===== src/rtl/uart_pkg.sv =====
// Shared types and constants for the UART receive path: FSM states and oversampling points.
package uart_pkg;

  typedef enum logic [2:0] {
    RECOVER = 3'd0,
    IDLE    = 3'd1,
    START   = 3'd2,
    DATA    = 3'd3,
    PARITY  = 3'd4,
    STOP    = 3'd5
  } state_t;

  localparam int unsigned OVERSAMPLE = 16;
  localparam int unsigned DATA_BITS  = 8;
  localparam int unsigned SAMPLE_LO  = 7;
  localparam int unsigned SAMPLE_MID = 8;
  localparam int unsigned SAMPLE_HI  = 9;

  function automatic logic maj3(input logic a, input logic b, input logic c);
    return (a & b) | (a & c) | (b & c);
  endfunction

endpackage


===== src/rtl/uart_rx_if.sv =====
// Receiver-side bundle: serial pin in, received byte and status strobes out.
interface uart_rx_if;
  logic       RxD;
  logic [7:0] RxD_data;
  logic       RxD_data_ready;
  logic       framing_error;
  logic       parity_error;
  logic       busy;

  modport master (
    input  RxD,
    output RxD_data, RxD_data_ready, framing_error, parity_error, busy
  );

  modport slave (
    output RxD,
    input  RxD_data, RxD_data_ready, framing_error, parity_error, busy
  );
endinterface


===== src/rtl/uart_baud_tick.sv =====
// Free-running divider: registered one-cycle tick every DIV clocks.
module uart_baud_tick #(
  parameter int unsigned DIV = 2
) (
  input  logic clk,
  input  logic rst,
  output logic tick
);
  localparam int unsigned CW = (DIV > 1) ? $clog2(DIV) : 1;

  logic [CW-1:0] cnt;

  always_ff @(posedge clk) begin
    if (rst) begin
      cnt  <= '0;
      tick <= 1'b0;
    end else begin
      tick <= (cnt == CW'(DIV - 1));
      if (cnt == CW'(DIV - 1)) cnt <= '0;
      else                     cnt <= cnt + CW'(1);
    end
  end
endmodule


===== src/rtl/uart_rx.sv =====
// 16x oversampled UART receiver, 8N1 by default; define UART_RX_PARITY_EN for 8E1 framing.
module uart_rx
  import uart_pkg::*;
#(
  parameter int unsigned CLK_FREQ = 32_000_000,
  parameter int unsigned BAUD     = 1_000_000
) (
  input  logic      clk,
  input  logic      rst,
  uart_rx_if.master bus
);
  localparam int unsigned DIV = CLK_FREQ / (BAUD * OVERSAMPLE);

  if (DIV < 2 || (CLK_FREQ % (BAUD * OVERSAMPLE)) != 0) begin : g_bad_cfg
    $error("uart_rx: CLK_FREQ/(BAUD*16) must be an integer >= 2");
  end

  logic [1:0] sync;
  logic       rx_s;
  logic       tick;
  state_t     state;
  logic [3:0] os_cnt;
  logic [2:0] bit_idx;
  logic [7:0] shreg;
  logic       smp_lo;
  logic       smp_mid;
  logic       vote_c;

  // Pin synchronizer held at idle level through reset
  always_ff @(posedge clk) begin
    if (rst) sync <= 2'b11;
    else     sync <= {sync[0], bus.RxD};
  end
  assign rx_s = sync[1];

  uart_baud_tick #(.DIV(DIV)) u_tick (
    .clk  (clk),
    .rst  (rst),
    .tick (tick)
  );

  assign vote_c = maj3(smp_lo, smp_mid, rx_s);

`ifdef UART_RX_PARITY_EN
  logic par_err;
`else
  assign bus.parity_error = 1'b0;
`endif

  always_ff @(posedge clk) begin
    if (rst) begin
      state              <= RECOVER;
      os_cnt             <= '0;
      bit_idx            <= '0;
      shreg              <= '0;
      smp_lo             <= 1'b0;
      smp_mid            <= 1'b0;
      bus.RxD_data       <= '0;
      bus.RxD_data_ready <= 1'b0;
      bus.framing_error  <= 1'b0;
      bus.busy           <= 1'b0;
`ifdef UART_RX_PARITY_EN
      par_err            <= 1'b0;
      bus.parity_error   <= 1'b0;
`endif
    end else begin
      bus.RxD_data_ready <= 1'b0;
      bus.framing_error  <= 1'b0;
`ifdef UART_RX_PARITY_EN
      bus.parity_error   <= 1'b0;
`endif
      if (tick) begin
        case (state)
          // Wait for an idle-high line so a stuck-low pin is never taken as a start bit
          RECOVER: if (rx_s) state <= IDLE;
          IDLE: begin
            if (!rx_s) begin
              state    <= START;
              os_cnt   <= '0;
              bus.busy <= 1'b1;
            end
          end
          default: begin
            os_cnt <= os_cnt + 4'd1;
            if (os_cnt == 4'(SAMPLE_LO))  smp_lo  <= rx_s;
            if (os_cnt == 4'(SAMPLE_MID)) smp_mid <= rx_s;
            if (os_cnt == 4'(SAMPLE_HI)) begin
              case (state)
                START: begin
                  if (vote_c) begin
                    state    <= IDLE;
                    bus.busy <= 1'b0;
                  end else begin
                    state   <= DATA;
                    bit_idx <= '0;
                  end
                end
                DATA: begin
                  shreg   <= {vote_c, shreg[7:1]};
                  bit_idx <= bit_idx + 3'd1;
                  if (bit_idx == 3'(DATA_BITS - 1)) begin
`ifdef UART_RX_PARITY_EN
                    state <= PARITY;
`else
                    state <= STOP;
`endif
                  end
                end
`ifdef UART_RX_PARITY_EN
                PARITY: begin
                  par_err <= (^shreg) != vote_c;
                  state   <= STOP;
                end
`endif
                STOP: begin
                  bus.busy <= 1'b0;
                  if (vote_c) begin
                    bus.RxD_data       <= shreg;
                    bus.RxD_data_ready <= 1'b1;
`ifdef UART_RX_PARITY_EN
                    bus.parity_error   <= par_err;
`endif
                    state              <= IDLE;
                  end else begin
                    bus.framing_error <= 1'b1;
                    state             <= RECOVER;
                  end
                end
                default: begin
                  state    <= RECOVER;
                  bus.busy <= 1'b0;
                end
              endcase
            end
          end
        endcase
      end
    end
  end
endmodule


===== src/flat_wrapper.sv =====
// flat-port wrapper written by rule: the top's interface ports become plain ports
module uart_rx_flat import uart_pkg::*;
#(
  parameter int unsigned CLK_FREQ = 32_000_000,
  parameter int unsigned BAUD     = 1_000_000
)
  (clk, rst, bus_RxD, bus_RxD_data, bus_RxD_data_ready, bus_framing_error, bus_parity_error, bus_busy);
  uart_rx_if bus_i ();
  input  logic clk;
  input  logic rst;
  input wire logic [$bits(bus_i.RxD)-1:0] bus_RxD;
  output wire logic [$bits(bus_i.RxD_data)-1:0] bus_RxD_data;
  output wire logic [$bits(bus_i.RxD_data_ready)-1:0] bus_RxD_data_ready;
  output wire logic [$bits(bus_i.framing_error)-1:0] bus_framing_error;
  output wire logic [$bits(bus_i.parity_error)-1:0] bus_parity_error;
  output wire logic [$bits(bus_i.busy)-1:0] bus_busy;
  assign bus_i.RxD = bus_RxD;
  assign bus_RxD_data = bus_i.RxD_data;
  assign bus_RxD_data_ready = bus_i.RxD_data_ready;
  assign bus_framing_error = bus_i.framing_error;
  assign bus_parity_error = bus_i.parity_error;
  assign bus_busy = bus_i.busy;
  uart_rx #(.CLK_FREQ(CLK_FREQ), .BAUD(BAUD)) u_core (.clk(clk), .rst(rst), .bus(bus_i));
endmodule

===== config.mk =====
export PLATFORM = sky130hd
export DESIGN_NAME = uart_rx_flat
export DESIGN_NICKNAME = d
export VERILOG_FILES = /design/src/rtl/uart_pkg.sv /design/src/rtl/uart_rx_if.sv /design/src/rtl/uart_baud_tick.sv /design/src/rtl/uart_rx.sv /design/src/flat_wrapper.sv
export SDC_FILE = /design/constraint.sdc
export NUM_CORES = 1
export LEC_CHECK = 0
export ABC_CLOCK_PERIOD_IN_PS = 4100
export CAP_MARGIN = 25
export CORE_MARGIN = 5
export CORE_UTILIZATION = 55
export CTS_BUF_LIST = sky130_fd_sc_hd__clkbuf_8
export DETAILED_ROUTE_END_ITERATION = 10
export HOLD_SLACK_MARGIN = 0.1
export PLACE_DENSITY = 0.78
export SLEW_MARGIN = 10
export SYNTH_ARGS = -nofsm -noshare
export SYNTH_HDL_FRONTEND = slang
export SYNTH_SLANG_ARGS = --single-unit
export TNS_END_PERCENT = 30

===== constraint.sdc =====
create_clock -name clk -period 4.1 [get_ports clk]
set_clock_uncertainty 0.2 [all_clocks]
set_input_delay 1.23 -clock clk [delete_from_list [all_inputs] [get_ports clk]]
set_output_delay 1.23 -clock clk [all_outputs]
set_load 0.005 [all_outputs]

# Word-level counts from Yosys, hierarchy flattened
# Cells that the tools add are included.
# word_totals
regBits	35
input_bits	3
output_inout_bits	12
elab_cells	74
# classes
addsub	3
eq_ne	14
muxes	19
bitwise_logic	10
reduce_logical	15
# ops
op	n
$mux 3	5
$reduce_and 5->1	3
$pmux 3 s2	2
$pmux 3 s3	1
$reduce_and 3->1	3
$eq 4x4->1 const B	2
$pmux 4 s2	1
$eq 3x2->1 const B	2
$eq 3x3->1 const B	2
$mux 1	6
$reduce_and 6->1	1
$reduce_or 6->1	1
$not 1->1	5
$add 4x1->4 const B	1
$eq 4x3->1 const B	1
$mux 4	1
$ne 2x1->1 const B	2
$ne 2x2->1 const B	2
$ne 4x1->1 const B	1
$pmux 1 s2	2
$reduce_and 4->1	1
$reduce_bool 2->1	2
$reduce_or 2->1	2
$add 3x1->3 const B	1
other kinds (8)	11

# Depth between registers and ports, before layout
# Gate-level depths: netlist of run 1.
# depth
word_depth	7
ltp_mapped	7
depth_no_buf	6

# Hierarchy
# Synthesis of run 1 repeated with hierarchy kept, for this count alone.
# unflattened
cells_unflattened	163
area_unflattened_um2	1559.0
# by_module_without_submodules
mod	n_inst	cells_each	area_each_um2	seq_area_each_um2
uart_rx	1	159	1501.4	660.6
uart_baud_tick	1	4	57.6	40.0

# Worst setup path before layout of run 1
# Ideal clock, no wire load.
# synth_path
path_kind	input -> register
start	input port rst
end	register u_core.state[0]
t_arrival_ns	1.926
slack_ns	1.852
cell_stages	4
path_cell_list	clkbuf_1 > or3_1 > nor3_1 > a311o_1
# synth_rtl
item	line	text
start, declared	flat_wrapper.sv:10	input logic rst;
end signal, assigned	uart_rx.sv:52	state <= RECOVER;
end signal, assigned	uart_rx.sv:75	RECOVER: if (rx_s) state <= IDLE;
end signal, assigned	uart_rx.sv:78	state <= START;
end, declared	uart_rx.sv:21	state_t state;

# Worst setup path in the final report of run 1
# layout_path
start	register u_core.bus.RxD_data[3]
end	output port bus_RxD_data[3]
# layout_rtl
item	line	text
start, declared	uart_rx_if.sv:12	output RxD_data, RxD_data_ready, framing_error, parity_error, busy
start signal, assigned	uart_rx.sv:118	bus.RxD_data <= shreg;
end, declared	flat_wrapper.sv:12	output wire logic [$bits(bus_i.RxD_data)-1:0] bus_RxD_data;
# No word-level cell between the ends.

==> impl_results.md, run 1 <==
* Yosys top cell area share at 45.94%
* Pin count of the biggest net entering global routing at 32
* Crit share post-route at 62.34%
* Row cnt at 19
* GRT Overall Usage at 14.48%
* RSZ-0062 raised after global routing: false
* Die height at 62.66 um
* Area Growth Syn to Fin at 14.60%
* TNS Setup at 0 ns
* 1st-iter DRT viols at 34
* Hold Path Origin: u_core.u_tick.cnt
* CTS clk-pin slew, worst paths at 0.07 ns
* Highest Signal Layer: met4
* Worst VDD drop at 0.3186 mV
* DRC errors left at 0
* Reg2Reg Setup Slack at 2.08 ns
* Vias in the first global route at 1,061
* Final setup violation count at 0
* Post-synth EDFFs at 0
* Total core area at 2710 sq um
* Seq/Total Area, Yosys at 45.94%
* Maxcap violations at 0
* Resized cells post-CTS at 0
* Slew Viols, Final at 0
* Reg2Reg Launch Point: u_core.os_cnt[1]
* WL met3 at 117 um
* Critical path buffer and inverter count at 1
* Outcome: finished clean
* Clock latency on the worst-skew pair at 0.28 ns
* CP max stage delay at 0.50 ns
* Die X at 62.66 um
* Initial Util at 56.28%
* Hold Path Class: flip-flop to flip-flop
* Relative slew slack at 61.86%
* Post-Syn Area per Cell at 9.593 sq um
* Count of different cell masters after synthesis at 42
* Nets at 179
* Post-Layout Cell Count at 203
* Fin. Hold Viols at 0
* Main flop type after synthesis: dfxtp_1
* CP Data Required Time at 2.67 ns
* Initial antenna violation count at 0
* Slew @ Worst Pin at 0.5706 ns
* H-tree Lvls at 2
* Top post-synthesis cells by area: dfxtp_1, mux2i_1, nor2_1, ha_1, inv_1
* Vias at 1,117
* Clock buffer depth at 2
* Pre-CTS setup slack at 1.399 ns
* Num CTS Buffers at 5
* CP Launch Type: flip-flop
* Port Buf Inserts at 13
* Most common cell in the synthesized netlist: dfxtp_1
* Drt first pass iters at 4
* WL final at 2688 um
* Post-Syn Instances at 159
* Setup Crit Path Kind: flip-flop to output port
* Synthesis Warnings at 0
* Inst Count DP at 195
* Post-CTS Setup Repair Bufs at 0
* List of most frequent post-synthesis cells: dfxtp_1, nor2_1, mux2i_1
* Setup ws final at 1.544 ns
* CP max stage cell: clkdlybuf4s50_1
* WL met2 at 1253 um
* First-pass GRT wire length at 4685 um
* Mapped Area at 1525 sq um
* Filler instances at 232
* Die area at 3926 sq um
* TritonCTS clock tree: built
* PD cells at 347.6 nW/um^2
* Layout cells sized above 1 at 11.05%
* Critical Path Fanout Max at 2
* Reg2reg path depth at 6
* Async S/R FF share, synth at 0%
* Critical path arrival at 1.13 ns
* Min-Delay Endpoint: u_core.u_tick.cnt
* Yosys top cell by area: dfxtp_1
* Worst path cell trace: clkdlybuf4s50_1
* Clock Root Buffer: clkbuf_8
* R2R Path End: u_core.bus.RxD_data[3]
* Grt ovf at 0
* I/O pin total at 15
* Final ANT Viol Nets at 0
* Crit path capture type: output port
* Static leakage at 0.6798 nW
* M1 WL at 1306 um
* Sink Count at 35
* Wirelength per Cell at 13.24 um
* Cell family with most CP delay: buffers and inverters
* Hold Path Depth at 1
* # hold bufs at CTS at 0
* Avg Vias per Cell at 5.502
* Fmax at 391.3 MHz
* Register bit total from synthesis at 35
* Post-synthesis net count at 167
* ANT cells at 0
* Gp weighted congestion at 0.7907
* Tmin final at 2.556 ns
* Hpwl dp at 1932 um
==> worst register-to-register path: stages, from the launching register on <==
cell and delay (ns):
dfxtp_1 0.41, inv_1 0.09, ha_1 0.22, and4b_1 0.23
nand3_1 0.45, mux2i_1 0.27, nor2_1 0.05
==> layer usage <==
metal	vias to the layer above	GRT usage, %
li1	574	-
met1	520	18.07
met2	21	23.58
met3	2	5.036
met4	0	3.979
met5	-	0
==> how the worst max path moves through the flow <==
stage,startpoint,slack (ns),depth (start not counted),to
after detailed placement,rst,1.40,3,u_core.sync[0]
final,u_core.bus.RxD_data[3],1.54,1,bus_RxD_data[3]
after floorplan,rst,1.85,4,u_core.state[0]
after global placement,rst,1.43,3,u_core.sync[1]
after global routing,u_core.bus.RxD_data[4],1.48,1,bus_RxD_data[4]
after CTS,u_core.bus.RxD_data[6],1.53,1,bus_RxD_data[6]
==> metrics by stage <==
| stage | power [mW] | hold WS [ns] | area [sq um] | utilization [%] |
|---|---|---|---|---|
| global route | 0.6369 | 0.2200 | 1748 | 64.50 |
| CTS | 0.6172 | 0.2096 | 1748 | 64.50 |
| detailed placement | 0.3746 | 0.1980 | 1659 | 61.22 |
| finish | 0.6075 | 0.2114 | 1748 | 64.50 |
| global placement | 0.3736 | 0.1943 | 1659 | 61.22 |
| floorplan | 0.3694 | 0.1845 | 1525 | - |
==> cells by family after synthesis <==
logic type / Yosys count / share of synthesized area [%]
DFF: 35 / 45.94
and+or+nand+nor: 58 / 19.61
muxes: 19 / 12.47
buffers and inverters: 19 / 5.496
adders and majority gates: 6 / 4.840
other: 1 / 0.2459
AOI/OAI and AO/OA: 21 / 11.40
==> report_power, final <==
group | switching, mW | internal (mW) | total [mW]
clock | 0.123 | 0.118 | 0.241
combinational | 0.0119 | 0.00836 | 0.0203
sequential | 0.00387 | 0.343 | 0.347
total | 0.138 | 0.469 | 0.608
==> area by class of cell <==
type                            instances  area [sq um]  area share [%]
Clock buffer                            5         68.82           3.937
Clock inverter                          3         20.02           1.145
Inverter                                9         33.78           1.933
Multi-Input combinational cell        105         740.7           42.38
Sequential cell                        35         700.7           40.09
Tap cell                               31         38.79           2.219
Timing Repair Buffer                   15         145.1           8.303
==> placed cells by master, fill, tap and decap left out, drive strengths merged, types with 2 or more instances in the layout <==
cell type,count
mux2i,19
nor4,3
or4,2
o21ai,2
a21oi,5
clkbuf,5
clkdlybuf4s50,13
dfxtp,35
a311o,2
buf,2
inv,9
nand4b,3
nor2,31
or2,2
a211oi,2
ha,5
clkinvlp,2
nor3,5
and3b,2
==> flip-flops by register name (all words and copies together), names as in the netlist <==
signal / count
u_core.bit_idx: 3
u_core.bus.RxD_data: 8
u_core.state: 3
u_core.bus.framing_error: 1
u_core.u_tick.tick: 1
u_core.shreg: 8
u_core.bus.busy: 1
u_core.u_tick.cnt: 1
u_core.bus.RxD_data_ready: 1
u_core.smp_lo: 1
u_core.os_cnt: 4
u_core.smp_mid: 1
u_core.sync: 2
Power figures use the tool's default switching activity.
==> inputs of run 2 (changes only) <==
ABC_CLOCK_PERIOD_IN_PS = 2700   (was 4100)
clock period = 2.7 ns   (was 4.1 ns; I/O delays follow)
==> impl_results.md, run 2 (synthesis gave the netlist of run 1 again) <==
* Filler instances at 217 (-6.5%)
* Worst path cell trace: clkdlybuf4s50_1
* CP max stage delay at 0.51 ns (about the same)
* Initial Util at 56.28% (unchanged)
* Hpwl dp at 2050 um (+6.1%)
* Gp weighted congestion at 0.9267 (+17%)
* Post-CTS Setup Repair Bufs at 0 (unchanged)
* Initial antenna violation count at 0 (unchanged)
* Cell family with most CP delay: buffers and inverters
* Vias in the first global route at 1,119 (+5.5%)
* H-tree Lvls at 2 (unchanged)
* Pin count of the biggest net entering global routing at 28 (-13%)
* Crit share post-route at 79.46%
* Setup Crit Path Kind: flip-flop to output port
* Largest registers: u_core.bus.RxD_data x8, u_core.shreg x8, u_core.os_cnt x4
* Maxcap violations at 0 (unchanged)
* Area Growth Syn to Fin at 14.85%
* Drt first pass iters at 4 (unchanged)
* Clock latency on the worst-skew pair at 0.29 ns (about the same)
* 1st-iter DRT viols at 62 (+82%)
* Clock Root Buffer: clkbuf_8
* CP max stage cell: clkdlybuf4s50_1
* Total core area at 2710 sq um (unchanged)
* Worst Hold Margin at 0.2056 ns (-0.005740 ns)
* Relative slew slack at 62.18% (+0.33 points)
* Slew Viols, Final at 0 (unchanged)
* Final setup violation count at 0 (unchanged)
* GRT Overall Usage at 15.98% (+1.5 points)
* WL final at 2922 um (+8.7%)
* CP Data Required Time at 1.69 ns (-0.98 ns)
* Nets at 180 (+0.56%)
* Post-Layout Cell Count at 204 (+0.49%)
* Most common cell after layout, fill and taps aside: dfxtp_1
* # hold bufs at CTS at 0 (unchanged)
* Final Core Density at 64.64% (+0.14 points)
* Critical path arrival at 1.14 ns (about the same)
* Clock buffer depth at 2 (unchanged)
* Inst Count DP at 196 (+0.51%)
* DRC errors left at 0 (unchanged)
* Die height at 62.66 um (unchanged)
* Port Buf Inserts at 13 (unchanged)
* Crit path capture type: output port
* Die area at 3926 sq um (unchanged)
* ANT cells at 0 (unchanged)
* Most frequent cells in the layout: dfxtp_1, nor2_1, mux2i_1, clkdlybuf4s50_1, inv_1
* Die X at 62.66 um (unchanged)
* Layout cells sized above 1 at 10.98% (-0.064 points)
* TritonCTS clock tree: built
* Resized cells post-CTS at 0 (unchanged)
* Outcome: finished clean
* Worst VDD drop at 0.4724 mV (+48%)
* Avg Vias per Cell at 5.549 (+0.85%)
* Vias at 1,132 (+1.3%)
* PD cells at 526.3 nW/um^2 (+51%)
* TNS Setup at 0 ns (unchanged)
* CTS clk-pin slew, worst paths at 0.07 ns (about the same)
* CP Launch Type: flip-flop
* Fin. Hold Viols at 0 (unchanged)
* I/O pin total at 15 (unchanged)
* Critical Path Fanout Max at 2 (unchanged)
* First-pass GRT wire length at 4940 um (+5.4%)
* Hold Path Class: flip-flop to flip-flop
* Final ANT Viol Nets at 0 (unchanged)
* Static leakage at 0.6898 nW (+1.5%)
* Grt ovf at 0 (unchanged)
* Num CTS Buffers at 5 (unchanged)
* Fin area at 1752 sq um (+0.21%)
* Critical path buffer and inverter count at 1 (unchanged)
* RSZ-0062 raised after global routing: false
* Tmin final at 2.146 ns
* Sink Count at 35 (unchanged)
* Fmax at 466.1 MHz
* Slew @ Worst Pin at 0.5657 ns (-0.004873 ns)
* Cell area after placement at 1667 sq um (+0.45%)
* Wirelength per Cell at 14.32 um (+8.2%)
* Row cnt at 19 (unchanged)
[run 2: cell types whose count changed in the layout (fill, tap and decap cells not counted), sizes merged]
| cell | delta |
|---|---|
| buf | +1 |
| clkinvlp | -1 |
| inv | +1 |
[run 2: report_power, final]
part / switching [mW] / total [mW] / internal (mW)
clock: 0.187 / 0.364 / 0.176
sequential: 0.00584 / 0.526 / 0.521
combinational: 0.0182 / 0.0319 / 0.0136
total: 0.212 / 0.922 / 0.710
[run 2: final cells by class]
cell class	instances	area (sq um)	area share [%]
Timing Repair Buffer	16	152.6	8.714
Inverter	9	33.78	1.929
Clock buffer	5	68.82	3.929
Tap cell	31	38.79	2.214
Multi-Input combinational cell	105	740.7	42.29
Sequential cell	35	700.7	40.00
Clock inverter	3	16.27	0.9286
[run 2: path summary, 6_finish.rpt]
| path | start | end | slack (ns) | depth (start not counted) |
|---|---|---|---|---|
| setup / recovery | u_core.bus.RxD_data[1] | bus_RxD_data[1] | 0.55 | 1 |
| hold / removal | u_core.u_tick.cnt | u_core.u_tick.cnt | 0.21 | 1 |
| setup reg to reg | u_core.os_cnt[0] | u_core.bus.RxD_data[0] | 0.63 | 5 |
| hold reg to reg | u_core.u_tick.cnt | u_core.u_tick.cnt | 0.21 | 1 |
[run 2: metal layers]
metal  vias to the layer above  global-route usage (%)  routed length [um]
li1                        579                       -                   -
met1                       518                   18.07                1338
met2                        27                   24.87                1402
met3                         8                   5.755                 108
met4                         0                   10.88                  72
met5                         -                       0                   0
[run 2: through the flow]
step | power (mW) | setup WS, ns
final | 0.9219 | 0.5545
after global routing | 0.9711 | 0.5041
after CTS | 0.9346 | 0.5395
after detailed placement | 0.5696 | 0.5352
after global placement | 0.5683 | 0.5668
after floorplan | 0.5610 | 0.8717
==> inputs of run 3 (changes only) <==
ABC_CLOCK_PERIOD_IN_PS = 2000   (was 2700)
clock period = 2 ns   (was 2.7 ns; I/O delays follow)
==> impl_results.md, run 3 (synthesis gave the netlist of run 1 again) <==
* Inst Count DP at 199 (+1.5%)
* M2 GR Usage at 25.52% (+0.65 points)
* Row cnt at 19 (unchanged)
* RSZ-0062 raised after global routing: true
* Hpwl dp at 2003 um (-2.3%)
* ANT cells at 0 (unchanged)
* Die height at 62.66 um (unchanged)
* 1st-iter DRT viols at 85 (+37%)
* Drt first pass iters at 4 (unchanged)
* Slew Viols, Final at 0 (unchanged)
* Critical path arrival at 1.13 ns (about the same)
* PD cells at 694.9 nW/um^2 (+32%)
* GRT met3 Usage at 5.396% (-0.36 points)
* Crit share post-route at 96.61%
* Area Growth Syn to Fin at 16.98%
* Clock latency on the worst-skew pair at 0.29 ns (about the same)
* Worst path cell trace: clkdlybuf4s50_1
* CP Launch Type: flip-flop
* Most crowded layer after global routing: met2
* Largest registers: u_core.bus.RxD_data x8, u_core.shreg x8, u_core.os_cnt x4
* Crit path capture type: output port
* I/O pin total at 15 (unchanged)
* Filler instances at 226 (+4.1%)
* Num CTS Buffers at 5 (unchanged)
* Critical path buffer and inverter count at 1 (unchanged)
* Tmin final at 1.932 ns
* Post-CTS Setup Repair Bufs at 0 (unchanged)
* Clock Root Buffer: clkbuf_8
* Fin. Hold Viols at 0 (unchanged)
* Pin count of the biggest net entering global routing at 18 (-36%)
* H-tree Lvls at 2 (unchanged)
* Nets at 183 (+1.7%)
* Clock buffer depth at 2 (unchanged)
* CTS clk-pin slew, worst paths at 0.07 ns (about the same)
* Maxcap violations at 0 (unchanged)
* TritonCTS clock tree: built
* Post-Layout Cell Count at 207 (+1.5%)
* Vias in the first global route at 1,117 (-0.18%)
* First-pass GRT wire length at 5099 um (+3.2%)
* Port Buf Inserts at 13 (unchanged)
* CP Data Required Time at 1.20 ns (-0.49 ns)
* Most frequent cells in the layout: dfxtp_1, nor2_1, mux2i_1, clkdlybuf4s50_1, inv_1
* CP max stage delay at 0.51 ns (about the same)
* Grt ovf at 0 (unchanged)
* Setup Crit Path Kind: flip-flop to output port
* Vias at 1,160 (+2.5%)
* Hold Path Class: flip-flop to flip-flop
* Static leakage at 0.7072 nW (+2.5%)
* Final setup violation count at 0 (unchanged)
* Initial antenna violation count at 0 (unchanged)
* Critical Path Fanout Max at 2 (unchanged)
* Outcome: finished clean
* Worst VDD drop at 0.6711 mV (+42%)
* CP max stage cell: clkdlybuf4s50_1
* DRC errors left at 0 (unchanged)
* TNS Setup at 0 ns (unchanged)
* Most common cell after layout, fill and taps aside: dfxtp_1
* Gp weighted congestion at 0.8230 (-11%)
* Die area at 3926 sq um (unchanged)
* Wirelength per Cell at 14.00 um (-2.3%)
* Final ANT Viol Nets at 0 (unchanged)
* Sink Count at 35 (unchanged)
* Die X at 62.66 um (unchanged)
* Total core area at 2710 sq um (unchanged)
* WL final at 2898 um (-0.82%)
* Fmax at 517.5 MHz
* Grt met1 use at 20.20% (+2.1 points)
* Layout cells sized above 1 at 14.77% (+3.8 points)
* Avg Vias per Cell at 5.604 (+0.99%)
* Cell family with most CP delay: buffers and inverters
* GRT Overall Usage at 16.28% (+0.30 points)
* Initial Util at 56.28% (unchanged)
[run 3: worst paths after layout]
check / startpoint / to / slack [ns] / cells past startpoint
worst max-delay path: u_core.bus.RxD_data[1] / bus_RxD_data[1] / 0.07 / 1
worst min-delay path: u_core.u_tick.cnt / u_core.u_tick.cnt / 0.20 / 1
worst max register to register: u_core.bit_idx[0] / u_core.state[0] / 0.09 / 6
worst min register to register: u_core.u_tick.cnt / u_core.u_tick.cnt / 0.20 / 1
[run 3: routing by layer]
metal	share of wire [%]	vias up
met4	1.3	0
met1	47	535
met3	5.2	5
li1	-	585
met2	47	35
met5	0	-
[run 3: final cells by class]
| cell class | instances | area (sq um) | share of cell area [%] |
|---|---|---|---|
| flip-flops and latches | 35 | 703.2 | 39.41 |
| inverters | 9 | 33.78 | 1.893 |
| well taps | 31 | 38.79 | 2.174 |
| clock inverters | 3 | 16.27 | 0.9116 |
| clock buffers | 5 | 68.82 | 3.857 |
| multi-input cells | 105 | 748.2 | 41.94 |
| repair buffers | 19 | 175.2 | 9.818 |
[run 3: where the power goes]
| group | switching, mW | internal (mW) |
|---|---|---|
| clock | 0.245 | 0.238 |
| sequential | 0.00752 | 0.703 |
| combinational | 0.0264 | 0.0200 |
[run 3: worst register-to-register path, stage by stage (launching register included)]
cell	delay, ns
dfxtp_2	0.33
ha_1	0.20
ha_1	0.20
and2_4	0.16
o41ai_4	0.31
nor3_2	0.09
a311o_1	0.31
[run 3: per-stage QoR]
| step | worst slack [ns] | instance area [sq um] | power [mW] | util [%] | hold WS [ns] |
|---|---|---|---|---|---|
| detailed placement | 0.005113 | 1689 | 0.7711 | 62.33 | 0.1946 |
| floorplan | 0.1953 | 1525 | 0.7574 | - | 0.1845 |
| finish | 0.06775 | 1784 | 1.240 | 65.84 | 0.2039 |
| global placement | 0.04229 | 1689 | 0.7685 | 62.33 | 0.1928 |
| global route | -0.001134 | 1784 | 1.305 | 65.84 | 0.2415 |
| CTS | 0.05797 | 1774 | 1.251 | 65.47 | 0.2055 |
[run 3: what timing repair did]
item | CTS | global route
hold buffers | 0 | 0
resized for setup | 0 | 4
endpoints found under the setup margin | 0 | 3
